`src/rtl/lut_rr_arbiter.sv`:
```
// lut_rr_arbiter: round-robin arbiter that lets NREQ requesters share one
// 3-bit -> 2-bit code-mapping table.
//
// The winner's mapped code is registered and tagged with the winner's ID. It is
// then held with valid/ready until the consumer accepts it. Only one result is
// ever outstanding, so grants are spaced at least two cycles apart.
//
// Optional build macro LUT_ARB_STATS_EN adds a 16-bit wrapping counter of
// accepted transactions on output port stat_count.
module lut_rr_arbiter #(
  parameter int NREQ = 4,
  parameter int IDW  = 2
) (
  input  logic              clk,
  input  logic              reset,
  input  logic [NREQ-1:0]   req,
  input  logic [3*NREQ-1:0] w_in,
  output logic [NREQ-1:0]   gnt,
  output logic [1:0]        f_out,
  output logic [IDW-1:0]    f_id,
  output logic              f_valid,
`ifdef LUT_ARB_STATS_EN
  output logic [15:0]       stat_count,
`endif
  input  logic              f_ready
);

  typedef enum logic {
    IDLE = 1'b0,
    HOLD = 1'b1
  } state_t;

  state_t              state_q, state_d;
  logic [IDW-1:0]      ptr_q, ptr_d;
  logic [NREQ-1:0]     gnt_q, gnt_d;
  logic [1:0]          f_out_q, f_out_d;
  logic [IDW-1:0]      f_id_q, f_id_d;
  logic                f_valid_q, f_valid_d;

  logic [1:0]          map_val [NREQ];
  logic                win_found;
  logic [IDW-1:0]      win_id;
  logic [IDW:0]        cand;

  // Fixed code table: W -> F.
  function automatic logic [1:0] lut_map(input logic [2:0] w);
    logic [1:0] f;
    case (w)
      3'd0:    f = 2'd3;
      3'd1:    f = 2'd0;
      3'd2:    f = 2'd1;
      3'd3:    f = 2'd2;
      3'd4:    f = 2'd2;
      3'd5:    f = 2'd1;
      3'd6:    f = 2'd0;
      default: f = 2'd3;
    endcase
    return f;
  endfunction

  // Map every requester's code in parallel. The winner's entry is picked later.
  genvar gi;
  generate
    for (gi = 0; gi < NREQ; gi++) begin : g_map
      assign map_val[gi] = lut_map(w_in[3*gi +: 3]);
    end
  endgenerate

  // Circular priority scan starting at ptr_q. The first active request wins.
  always_comb begin
    win_found = 1'b0;
    win_id    = '0;
    cand      = '0;
    for (int k = 0; k < NREQ; k++) begin
      cand = {1'b0, ptr_q} + (IDW+1)'(k);
      if (cand >= (IDW+1)'(NREQ)) begin
        cand = cand - (IDW+1)'(NREQ);
      end
      if (!win_found && req[cand[IDW-1:0]]) begin
        win_found = 1'b1;
        win_id    = cand[IDW-1:0];
      end
    end
  end

  // Next-state and output logic. Outputs hold unless a grant or an accept occurs.
  always_comb begin
    state_d   = state_q;
    ptr_d     = ptr_q;
    gnt_d     = '0;
    f_out_d   = f_out_q;
    f_id_d    = f_id_q;
    f_valid_d = f_valid_q;
    case (state_q)
      IDLE: begin
        if (win_found) begin
          gnt_d     = NREQ'(1) << win_id;
          f_out_d   = map_val[win_id];
          f_id_d    = win_id;
          f_valid_d = 1'b1;
          ptr_d     = (win_id == IDW'(NREQ-1)) ? '0 : win_id + 1'b1;
          state_d   = HOLD;
        end
      end
      HOLD: begin
        if (f_ready) begin
          f_valid_d = 1'b0;
          state_d   = IDLE;
        end
      end
      default: state_d = IDLE;
    endcase
  end

  // State and output registers. Reset clears them without waiting for a clock edge.
  always_ff @(posedge clk or posedge reset) begin
    if (reset) begin
      state_q   <= IDLE;
      ptr_q     <= '0;
      gnt_q     <= '0;
      f_out_q   <= '0;
      f_id_q    <= '0;
      f_valid_q <= 1'b0;
    end else begin
      state_q   <= state_d;
      ptr_q     <= ptr_d;
      gnt_q     <= gnt_d;
      f_out_q   <= f_out_d;
      f_id_q    <= f_id_d;
      f_valid_q <= f_valid_d;
    end
  end

  assign gnt     = gnt_q;
  assign f_out   = f_out_q;
  assign f_id    = f_id_q;
  assign f_valid = f_valid_q;

`ifdef LUT_ARB_STATS_EN
  logic [15:0] stat_count_q;

  // Count accepted transactions. The counter wraps naturally at 16 bits.
  always_ff @(posedge clk or posedge reset) begin
    if (reset) begin
      stat_count_q <= '0;
    end else if (state_q == HOLD && f_ready) begin
      stat_count_q <= stat_count_q + 16'd1;
    end
  end

  assign stat_count = stat_count_q;
`endif

endmodule

```
`config.mk`:
```
export PLATFORM = sky130hd
export DESIGN_NAME = lut_rr_arbiter
export DESIGN_NICKNAME = d
export VERILOG_FILES = /design/src/rtl/lut_rr_arbiter.sv
export SDC_FILE = /design/constraint.sdc
export NUM_CORES = 1
export LEC_CHECK = 0
export ABC_AREA = 1
export CAP_MARGIN = 15
export CELL_PAD_IN_SITES_DETAIL_PLACEMENT = 0
export CELL_PAD_IN_SITES_GLOBAL_PLACEMENT = 2
export CORE_MARGIN = 2
export CORE_UTILIZATION = 27
export DETAILED_ROUTE_END_ITERATION = 8
export PLACE_DENSITY = 0.78
export SLEW_MARGIN = 15
export SYNTH_ARGS = -nofsm -noshare
export SYNTH_HDL_FRONTEND = slang
export SYNTH_SLANG_ARGS = --single-unit
```
`constraint.sdc`:
```
create_clock -name clk -period 2.1 [get_ports clk]
set_input_delay 0.42 -clock clk [delete_from_list [all_inputs] [get_ports clk]]
set_output_delay 0.42 -clock clk [all_outputs]
set_load 0.01 [all_outputs]
```
==> reports/results.ini, run 1 <==
[floorplanning]
die_width_um = 69.0
pin_count = 28
coreArea_um2 = 4030
start_util_pct = 28.3
placementRows = 23
die_area_um2 = 4760
die_y_um = 69.0

[synthesis]
netlist-cell-type-count = 25
synth_seq_area_share_pct = 26.3
ys_seq_elements = 12
mappedNetlistArea_um2 = 1140
synth_nets = 184
avgSynthCellArea_um2 = 7.45
yosysWarnings = 0
synth_cells = 153

[power]
power_switching_uw = 1190
pwr-share-comb_pct = 76.5
switching_share_pct = 47.6
p_int_uw = 1310
power.share.clock_pct = 7.9
leakagePower_uw = 0.000839
seqPwrFrac_pct = 15.6
p_per_area_nw_per_um2 = 1570
vdd_drop_max_uv = 384

[clocking]
clock_sinks = 12
post-cts-setup-buffer-count = 0
h-tree-depth = 1
cts_resized = 0
clk_root_buffer_cell = clkbuf_8
cts_tree = built
clkSlewWorstSetupHoldPaths_ns = 0.05
clk_path_buf_depth = 2
cts_buffers = 3
cts_hold_buf = 0
clk_latency_ns = 0.23

[place]
place_ws_ns = -0.0737
dpl.hpwl_um = 2010
gp_congestion = 0.798
numPortBuffers = 27

[detailed_routing]
drt_iter0_drc = 41
via_count = 1028
drc_errors = 0
ant_nets = 0
drt_wl_total_um = 2300
firstDrtPassIters = 4
wl_per_cell_um = 9.52
via_per_inst = 4.25

[outcome]
status = complete, no violations

[global_routing]
grt_max_degree = 13
antenna_found_initial = 0
first_global_vias = 954
grt-ovfl-total = 0
grt_first_pass_wirelength_um = 3970
grtUsageTotal_pct = 10.9

[sta]
layout_setup_ws_ns = 0.186
rsz0062_at_grt = no
layout_min_cycle_time_ns = 1.91
finalSetupViolCount = 0
max_slew_margin_pct = 70.8
period_share_pct = 91.1
worst_hold_slack_ns = 0.445
tightest_slew_ns = 0.438
hold_violations = 0
maxSlewViolCount = 0
fin_skew_ns = 0.000614
clock.fmax_mhz = 523

[setup_path]
critical_path.endpoint_type = flop
crit_arrival_ns = 2.03
reg2regPathDepth = 12
cp-start-kind = input pin
required_ns = 2.22
worstSetupPathType = input pin to flop
r2r_slack_ns = 0.26
cp_max_fo = 4
r2r-end = ptr_q[1]
r2r_start = ptr_q[0]

[job]
drv_cap = 0

[finish]
utilization_pct = 39.5
diodes = 0
ff_latch_area_um2 = 300
n_fill_cell = 429
syn_to_final_growth_pct = 39.5
drive_above_1_share_pct = 19.8
multi_input_area_um2 = 712
layout.nets = 225

[min_path]
hold_end = f_valid
worstHoldStart = state_q
hold_class = flop to flop
holdPathStages = 1

==> routing by layer <==
metal / global-route usage (%) / vias to the layer above / routed length, um
li1: - / 549 / -
met1: 13.2 / 459 / 1070
met2: 19.4 / 18 / 1140
met3: 0.974 / 2 / 85
met4: 5.15 / 0 / 17
met5: 0 / - / 0
==> registers in the layout (all words and copies together) (netlist names) <==
name and count:
f_id 2, ptr_q 2, gnt 4, state_q 1, f_valid 1, f_out 2
==> Yosys cell counts (all sizes together) <==
| library cell | number | area share [%] |
|---|---|---|
| a21oi | 1 | 0.44 |
| buf | 1 | 0.99 |
| clkinv | 1 | 0.44 |
| dfrtp | 12 | 26 |
| ha | 12 | 13 |
| inv | 27 | 9.8 |
| mux2 | 1 | 0.99 |
| mux2i | 2 | 1.8 |
| nand2 | 55 | 22 |
| nand3 | 14 | 9.7 |
| nand4 | 4 | 2.2 |
| nor2 | 10 | 4.9 |
| o21a | 1 | 0.66 |
| o21ai | 8 | 3.5 |
| xor2 | 4 | 3.1 |
==> cell type report <==
type                       instances  share of cell area (%)
inverter                          28                    7.32
multi-input combinational        112                    44.8
tap                               50                    3.93
clock buffer                       3                    2.60
sequential                        12                    18.9
timing repair buffer              37                    22.5
==> metrics by stage <==
step	instances	total power (uW)	setup TNS (ns)	instance area, um2
2_1_floorplan	153	1650	0	1140
3_3_place_gp	239	2310	-0.0259	1550
3_5_place_dp	239	2330	-0.201	1550
4_1_cts	242	2540	0	1590
5_1_grt	242	2780	0	1590
6_report	242	2490	0	1590
==> critical path, cell delays in order <==
cell,delay [ns]
clkdlybuf4s50_1,0.42
inv_1,0.07
nand2_1,0.06
nand3_1,0.12
nand2_2,0.11
nor2_8,0.15
nand3_1,0.12
nand2_4,0.09
clkinv_2,0.07
ha_1,0.27
nand2_1,0.06
o21ai_1,0.05
==> layout by cell type, fill, tap and decap left out, drive strengths merged, types with 3 or more instances in the layout <==
master / instances
buf: 10
ha: 12
clkbuf: 3
o21ai: 8
nor2: 10
dfrtp: 12
nand4: 4
xor2: 4
clkdlybuf4s50: 27
nand2: 55
inv: 27
nand3: 14
==> worst max path at each step <==
| stage | startpoint | endpoint | slack [ns] |
|---|---|---|---|
| 5_1_grt | req[3] | f_out[1] | 0.02 |
| 2_1_floorplan | ptr_q[0] | ptr_q[1] | 0.35 |
| 3_5_place_dp | req[3] | ptr_q[1] | -0.07 |
| 3_3_place_gp | req[3] | ptr_q[1] | -0.02 |
| 4_1_cts | req[3] | ptr_q[1] | 0.17 |
| 6_report | req[3] | ptr_q[1] | 0.19 |
==> kinds of logic (layout without fill, tap and decap cells) <==
family                     after synthesis  in the layout  share of synthesized area (%)
DFF                                     12             12                           26.3
buffers and inverters                   29             68                           11.2
adders and majority gates               12             12                           13.2
muxes                                    3              3                           2.74
AOI/OAI and AO/OA                       10             10                           4.61
and+or+nand+nor                         83             83                           38.9
xor gates and xnor gates                 4              4                           3.07
==> power groups by stage <==
stage / clock (uW) / combinational, uW / sequential (uW)
CTS: 205 / 1950 / 390
floorplan: 0 / 1230 / 415
global route: 219 / 2170 / 400
finish: 197 / 1900 / 389
detailed placement: 0 / 1940 / 392
global placement: 0 / 1920 / 389
(Power assumes the default switching activity.)
==> run 2, diff against run 1 <==
--- a/config.mk
+++ b/config.mk
@@ -14,4 +14,5 @@
 export DETAILED_ROUTE_END_ITERATION = 8
 export PLACE_DENSITY = 0.78
+export SKIP_LAST_GASP = 1
 export SLEW_MARGIN = 15
 export SYNTH_ARGS = -nofsm -noshare
==> constraint.sdc (replaced) <==
create_clock -name clk -period 2.1 [get_ports clk]
set_input_delay 0.42 -clock clk [delete_from_list [all_inputs] [get_ports clk]]
set_output_delay 0.42 -clock clk [all_outputs]
set_load 0.02 [all_outputs]
==> results of run 2 <==
The final DEF is identical to that of run 1. Status: complete, no violations.
Main changes from that run: total power 2490 uW -> 2540 uW; worst IR drop on VDD 384 uV -> 385 uV
